==> config.mk <==
export PLATFORM = sky130hd
export DESIGN_NAME = clock_gate_ctrl
export DESIGN_NICKNAME = d
export VERILOG_FILES = /design/src/rtl/clock_gate_ctrl.sv
export SDC_FILE = /design/constraint.sdc
export NUM_CORES = 1
export LEC_CHECK = 0
export CAP_MARGIN = 20
export CORE_UTILIZATION = 40
export DETAILED_ROUTE_END_ITERATION = 12
export PLACE_DENSITY_LB_ADDON = 0.25
export SYNTH_ARGS = -nofsm -noshare
export SYNTH_HDL_FRONTEND = slang
export SYNTH_SLANG_ARGS = --single-unit
==> constraint.sdc <==
create_clock -name clk -period 2.38 [get_ports clk]
set_input_delay 0.357 -clock clk [delete_from_list [all_inputs] [get_ports clk]]
set_output_delay 0.357 -clock clk [all_outputs]
set_load 0.01 [all_outputs]
==> src/rtl/clock_gate_ctrl.sv <==
// clock_gate_ctrl: round-robin sequencer gating NUM_CLKS clock domains with checker expectations
module clock_gate_ctrl #(
  parameter int NUM_CLKS    = 2,
  parameter int SETTLE_CYC  = 4,
  parameter int WAKE_CYC    = 4,
  parameter int TIMEOUT_CYC = 64,
  parameter int CNT_W       = 8
) (
  input  logic                clk,
  input  logic                rst,
  input  logic [NUM_CLKS-1:0] gate_req,
  input  logic [NUM_CLKS-1:0] dom_idle,
  input  logic                err_clr,
  output logic [NUM_CLKS-1:0] clk_en,
  output logic [NUM_CLKS-1:0] chk_gate,
  output logic [NUM_CLKS-1:0] chk_skip_dly,
  output logic [NUM_CLKS-1:0] gated,
  output logic                busy,
  output logic [NUM_CLKS-1:0] timeout_err
);
  localparam int IW = NUM_CLKS > 1 ? $clog2(NUM_CLKS) : 1;
  typedef enum logic [2:0] {S_ON, S_DRAIN, S_GATE, S_OFF, S_WAKE} state_t;
  state_t st [NUM_CLKS];
  state_t st_n [NUM_CLKS];
  logic [IW-1:0] hold, hold_n, ptr, ptr_n, win;
  logic [CNT_W-1:0] cnt, cnt_n;
  logic [NUM_CLKS-1:0] lock, lock_n, err_n, req;
  logic busy_n, found;
  int idx;
  always_ff @(posedge clk) begin
    if (rst) begin
      for (int i = 0; i < NUM_CLKS; i++) st[i] <= S_ON;
      hold <= '0;
      ptr <= '0;
      cnt <= '0;
      busy <= 1'b0;
      lock <= '0;
      timeout_err <= '0;
    end else begin
      st <= st_n;
      hold <= hold_n;
      ptr <= ptr_n;
      cnt <= cnt_n;
      busy <= busy_n;
      lock <= lock_n;
      timeout_err <= err_n;
    end
  end
  always_comb begin
    for (int i = 0; i < NUM_CLKS; i++) begin
      clk_en[i] = st[i] inside {S_ON, S_DRAIN, S_WAKE};
      chk_gate[i] = st[i] == S_OFF;
      chk_skip_dly[i] = st[i] inside {S_GATE, S_OFF, S_WAKE};
      gated[i] = st[i] inside {S_OFF, S_WAKE};
      req[i] = (st[i] == S_ON && gate_req[i] && !lock[i]) || (st[i] == S_OFF && !gate_req[i]);
    end
  end
  // first requester at or after the pointer, wrapping modulo NUM_CLKS
  always_comb begin
    found = 1'b0;
    win = '0;
    idx = 0;
    for (int k = 0; k < NUM_CLKS; k++) begin
      idx = int'(ptr) + k;
      idx = idx >= NUM_CLKS ? idx - NUM_CLKS : idx;
      if (!found && req[idx]) begin
        found = 1'b1;
        win = IW'(idx);
      end
    end
  end
  always_comb begin
    st_n = st;
    hold_n = hold;
    ptr_n = ptr;
    busy_n = busy;
    cnt_n = &cnt ? cnt : cnt + 1'b1;
    lock_n = lock & gate_req;
    err_n = err_clr ? '0 : timeout_err;
    if (busy) begin
      case (st[hold])
        S_DRAIN: begin
          if (dom_idle[hold]) begin
            st_n[hold] = S_GATE;
            cnt_n = '0;
          end else if (cnt == CNT_W'(TIMEOUT_CYC - 1)) begin
            st_n[hold] = S_ON;
            err_n[hold] = 1'b1;
            lock_n[hold] = 1'b1;
            busy_n = 1'b0;
          end
        end
        S_GATE: if (cnt == CNT_W'(SETTLE_CYC - 1)) begin
          st_n[hold] = S_OFF;
          busy_n = 1'b0;
        end
        S_WAKE: if (cnt == CNT_W'(WAKE_CYC - 1)) begin
          st_n[hold] = S_ON;
          busy_n = 1'b0;
        end
        default: busy_n = 1'b0;
      endcase
    end else if (found) begin
      st_n[win] = st[win] == S_ON ? S_DRAIN : S_WAKE;
      hold_n = win;
      busy_n = 1'b1;
      cnt_n = '0;
      ptr_n = win == IW'(NUM_CLKS - 1) ? '0 : win + 1'b1;
    end
  end
endmodule

Yosys cells after proc, flatten, opt, wreduce, memory -nomap -nowiden

Index checks and enable logic that the tools add are counted.

Flip-flop bits (word level): 21
Logic and storage cells: 141
Output and inout port bits: 11
Input bits: 7

Mux-type cells: 56
Equal/unequal tests: 17
Add/sub/neg operators: 5
Reduce and logical (&&, ||, !) cells: 31
Magnitude comparators: 10
Bitwise logic cells: 14

Operators with widths:

| operator                                                               | count |
|---|---|
| 32-bit by 3-bit < comparator with 1-bit output (second input constant) | 2 |
| 32-bit two-way mux                                                     | 2 |
| 8-bit two-way mux                                                      | 5 |
| 6-bit two-way mux                                                      | 6 |
| 3-bit two-way mux                                                      | 9 |
| 1-bit two-way mux                                                      | 19 |
| 2-bit two-way mux                                                      | 9 |
| 6-bit case mux with 3 select lines                                     | 1 |
| 3-bit by 2-bit == test with 1-bit output (second input constant)       | 5 |
| 3-bit nonzero test                                                     | 4 |
| 1-bit logical AND                                                      | 10 |
| 3-bit by 1-bit == test with 1-bit output (second input constant)       | 3 |
| 3-bit == test (second input constant)                                  | 3 |
| 3-bit zero test                                                        | 3 |
| 8-bit by 1-bit adder with 8-bit output (second input constant)         | 1 |
| 8-bit by 2-bit == test with 1-bit output (second input constant)       | 1 |
| 8-bit by 6-bit == test with 1-bit output (second input constant)       | 1 |
| 8-bit AND reduction                                                    | 1 |
| 6-bit bitwise AND                                                      | 1 |
| 6-bit bitwise mux                                                      | 1 |
| 3-bit demux with 1-bit select                                          | 2 |
| 2-bit >= comparator (second input constant)                            | 3 |
| 3-bit inequality test (second input constant)                          | 2 |
| 6-bit inverter                                                         | 1 |
| 26 further kinds                                                       | 38 |

Longest topological paths before layout

Gate-level depths: netlist of the first run.

Word-level depth: 20
Mapped depth: 8
Mapped depth without buffers: 6

Worst setup path after synthesis of the first run

Ideal clock, no wire load.

Path kind: reg2reg
From: reg cnt[0]
To: reg st[3] (netlist bit)
Period minus slack after synthesis: 2.016 ns
Setup time: 0.074 ns
Path buffers: 2
Stages on the path, launching flop included: 9
Data required time: 2.306 ns
Slack: 0.364 ns
Data arrival time: 1.942 ns
Path through: dfxtp_1 ha_1 clkbuf_1 nor3b_1 a21oi_1 o22a_1 clkbuf_1 a221o_1 a31oi_1

Longest elaborated chain between the ends: 3
Elaborated cells on any way between the ends: 6
Classes of those cells: eq/ne (5); reduce/logical (1)

Ends and longest elaborated chain:

| element                                                                                                     | line       | RTL |
|---|---|---|
| start: declaration                                                                                          | 26         | `logic [CNT_W-1:0] cnt, cnt_n;` |
| start signal: assignment                                                                                    | 43         | `cnt <= cnt_n;` |
| 8-bit by 6-bit == test with 1-bit output / 8-bit by 2-bit == test with 1-bit output (equally long branches) | 86, 93, 97 |  |
| 4-bit inequality test (no source line) / 3-bit inequality test (equally long branches)                      | n/a        |  |
| 5-bit AND reduction (no source line) *                                                                      | n/a        |  |
| end signal: assignment                                                                                      | 40         | `st <= st_n;` |
| end: declaration                                                                                            | 23         | `state_t st [NUM_CLKS];` |

Mark *: on every way between the ends. The rest lies on a longest branch, timed or not.
A chain may end at the register's enable or synchronous reset.

Worst setup path after layout of the first run

From: reg st[4] (netlist bit)
To: out gated[0]

Longest elaborated chain between the ends: 2
Elaborated cells on any way between the ends: 3
Classes of those cells: eq/ne (2); reduce/logical (1)

Ends and longest elaborated chain:

| element                                                                          | line | RTL |
|---|---|---|
| 3-bit by 2-bit == test with 1-bit output / 3-bit == test (equally long branches) | 54   | `gated[i] = st[i] inside {S_OFF, S_WAKE};` |
| 2-bit nonzero test *                                                             | 54   |  |
| end: declaration                                                                 | 17   | `output logic [NUM_CLKS-1:0] gated,` |

Marked as above.

==> key figures, run 1 <==
Run status
  • Outcome: finished, violations left
  • Failing checks: DRC

Yosys
  • Post-synthesis average cell area: 7.59 µm²
  • Net count after synthesis: 173
  • YS warnings: 0
  • EDFF count, synth: 0
  • Ys flop type: dfxtp_1
  • Post-synthesis cell count: 165
  • Synth Register Bits: 21
  • Unique cell type count in the Yosys netlist: 41
  • Mapped cell area: 0.00125 mm²
  • Share of the yosys chip area belonging to registers: 0.336
  • Fraction of registers with async set/reset: 0

STA
  • Pin slew with the least headroom to its limit: 0.442 ns
  • Tmin final: 2.25 ns
  • Final worst slack: 0.133 ns
  • Final Hold Viols: 0
  • RSZ-0062 raised after global routing: false
  • Final Max Slew Viols: 0
  • Final setup fails: 0
  • Fmax: 445 MHz
  • Period Utilization, post-route: 0.944
  • Clock skew: 0.00509 ns
  • Worst slew margin: 0.701

Placed design
  • Setup WS pre-CTS: -0.0173 ns
  • PortBufs: 17
  • Hpwl dp: 2.25 mm
  • GP Congestion: 0.866

Power and ir drop
  • Psw: 0.316 mW
  • Clock power frac: 0.199
  • Flop pwr share: 0.466
  • Internal Power: 0.589 mW
  • Peak supply drop: 263 µV
  • Static Leak: 0.544 nW
  • Switching share of power: 0.349
  • Gate power share: 0.335
  • Power Density: 599 mW/mm²

Critical path
  • Crit Path Max Fanout: 12
  • Worst setup EP type: output pin
  • Crit path launch type: register
  • Setup Crit Path Kind: register to output pin
  • Critical Path AT: 1.89 ns
  • CP required: 2.02 ns

CTS
  • Root Buffer: clkbuf_4
  • H-tree depth: 1
  • CTS tree: done
  • Clk pin slew, worst setup/hold paths: 0.13 ns
  • CTS Buffer Depth: 2
  • Hold Buf Count CTS: 0
  • TritonCTS Buffers: 3
  • Clk_lat worst skew: 0.31 ns
  • TritonCTS Sinks: 21

Die
  • DIE AREA: 0.00336 mm²
  • Core footprint: 0.00285 mm²
  • Die W: 58.0 µm
  • FP Rows: 19
  • Starting Density: 0.439
  • Io pins: 18
  • Die height: 58.0 µm

Worst hold path
  • Hold Path Class: register to register

Finish
  • Post-layout util: 0.529
  • Synth-to-Final Area Change: 20.6%
  • Nets: 192
  • Commonest non-fill, non-tap cell in the layout: dfxtp_1
  • Ant. Diodes: 0
  • Layout cells sized above 1: 0.0929
  • Most frequent cells in the layout: 21 x dfxtp_1, 19 x a21oi_1, 17 x clkdlybuf4s50_1

Drt
  • Initial DRC Count: 51
  • Routed len/inst: 14.4 µm
  • Vias: 1241
  • DRC: 2
  • First-pass DRT Iterations: 9
  • Post-route ant nets: 0
  • Via-per-instance ratio: 5.80
  • Total wire length: 3.07 mm

Flow run
  • Max-Cap Viols: 0

GRT
  • Gr usage total: 0.196
  • Overflow after GRT: 0
  • Antenna violations before repair: 0
  • Vias in the first global route: 1120
  • Pin count of the biggest net entering global routing: 14
  • First-pass GRT wire length: 5.06 mm
what timing repair did:
item                       CTS  global route
setup endpoints to repair    0             2
resized for setup            0             1
setup buffers                0             0
worst paths after layout:
kind / startpoint / end / slack (ns) / depth (start not counted)
max: st[4]$_SDFFE_PP0P_ / gated[0] / 0.13 / 4
min: lock[0]$_SDFF_PP0_ / lock[0]$_SDFF_PP0_ / 0.48 / 2
max reg2reg: st[3]$_SDFFE_PP0P_ / st[0]$_SDFFE_PP0P_ / 0.26 / 5
min reg2reg: lock[0]$_SDFF_PP0_ / lock[0]$_SDFF_PP0_ / 0.48 / 2
per-stage QoR:
stage / hold WS, ns / cells / area, µm² / setup TNS [ns] / power [mW]
2_1_floorplan: 0.426 / 165 / 1250 / 0 / 0.626
3_3_place_gp: 0.461 / 210 / 1480 / 0 / 0.716
3_5_place_dp: 0.463 / 210 / 1480 / -0.0173 / 0.727
4_1_cts: 0.481 / 214 / 1500 / 0 / 0.900
5_1_grt: 0.508 / 214 / 1510 / 0 / 0.957
6_report: 0.484 / 214 / 1510 / 0 / 0.905
state kept, by name, summed over array words and instances (netlist names):
| register | cells |
|---|---|
| cnt | 8 |
| st | 6 |
| lock | 2 |
| timeout_err | 2 |
| busy | 1 |
| hold | 1 |
| ptr | 1 |
final cells by class:
cell class	count	area, µm²
Clock buffer	3	22.5
Clock inverter	1	5.00
Multi-Input combinational cell	125	759
Inverter	7	26.3
Tap cell	31	38.8
Timing Repair Buffer	26	238
Fill cell	283	1340
Sequential cell	21	420
routing by layer:
layer | vias up | wire, µm | GRT usage
met1 | 561 | 1500 | 0.277
met4 | 0 | 46 | 0.122
met5 | - | 0 | 0
li1 | 638 | - | -
met2 | 36 | 1370 | 0.279
met3 | 6 | 150 | 0.0290
power by group through the flow:
stage	Combinational [mW]	Clock [mW]	Sequential [mW]
after CTS	0.300	0.181	0.420
after floorplan	0.217	0	0.409
after global placement	0.290	0	0.426
after detailed placement	0.298	0	0.428
after global routing	0.335	0.194	0.428
final	0.303	0.180	0.422
cells in the mapped netlist (2+ instances only):
master | count | share of area
dfxtp_1 | 21 | 0.34
nand4_1 | 3 | 0.015
nor3b_1 | 2 | 0.012
a21oi_1 | 19 | 0.076
a22oi_1 | 2 | 0.012
nand2_1 | 13 | 0.039
a31oi_1 | 2 | 0.010
a211oi_1 | 3 | 0.018
nor3_1 | 6 | 0.024
inv_1 | 7 | 0.021
nand3_1 | 9 | 0.036
nand3b_1 | 4 | 0.024
clkbuf_1 | 11 | 0.033
a211o_1 | 4 | 0.028
nand2b_1 | 5 | 0.025
o21ai_0 | 9 | 0.036
a21o_1 | 4 | 0.024
nor2_1 | 14 | 0.042
xor2_1 | 4 | 0.028
or3_1 | 2 | 0.010
cells by family after synthesis:
kind of cell | Yosys count | share of synthesized area
AO/OA/AOI/OAI | 49 | 0.244
flip-flops | 21 | 0.336
adder cells (fa/ha/maj) | 1 | 0.00999
AND/OR/NAND/NOR | 68 | 0.296
buffers and inverters | 19 | 0.0629
multiplexers | 2 | 0.0170
XOR/XNOR | 5 | 0.0350
worst max-delay path, cell delays in order, from the launching register on:
cell	delay [ns]
dfxtp_1	0.59
inv_1	0.10
nor3_1	0.23
nand2b_1	0.13
clkdlybuf4s50_1	0.53
No activity file was read; power rests on OpenSTA's default activity.
==> run 2, diff against run 1 <==
CTS_CLUSTER_SIZE = 12   (was not set)
==> results of run 2 <==
Same layout as run 1: the final DEF is identical, and so are final timing and power.
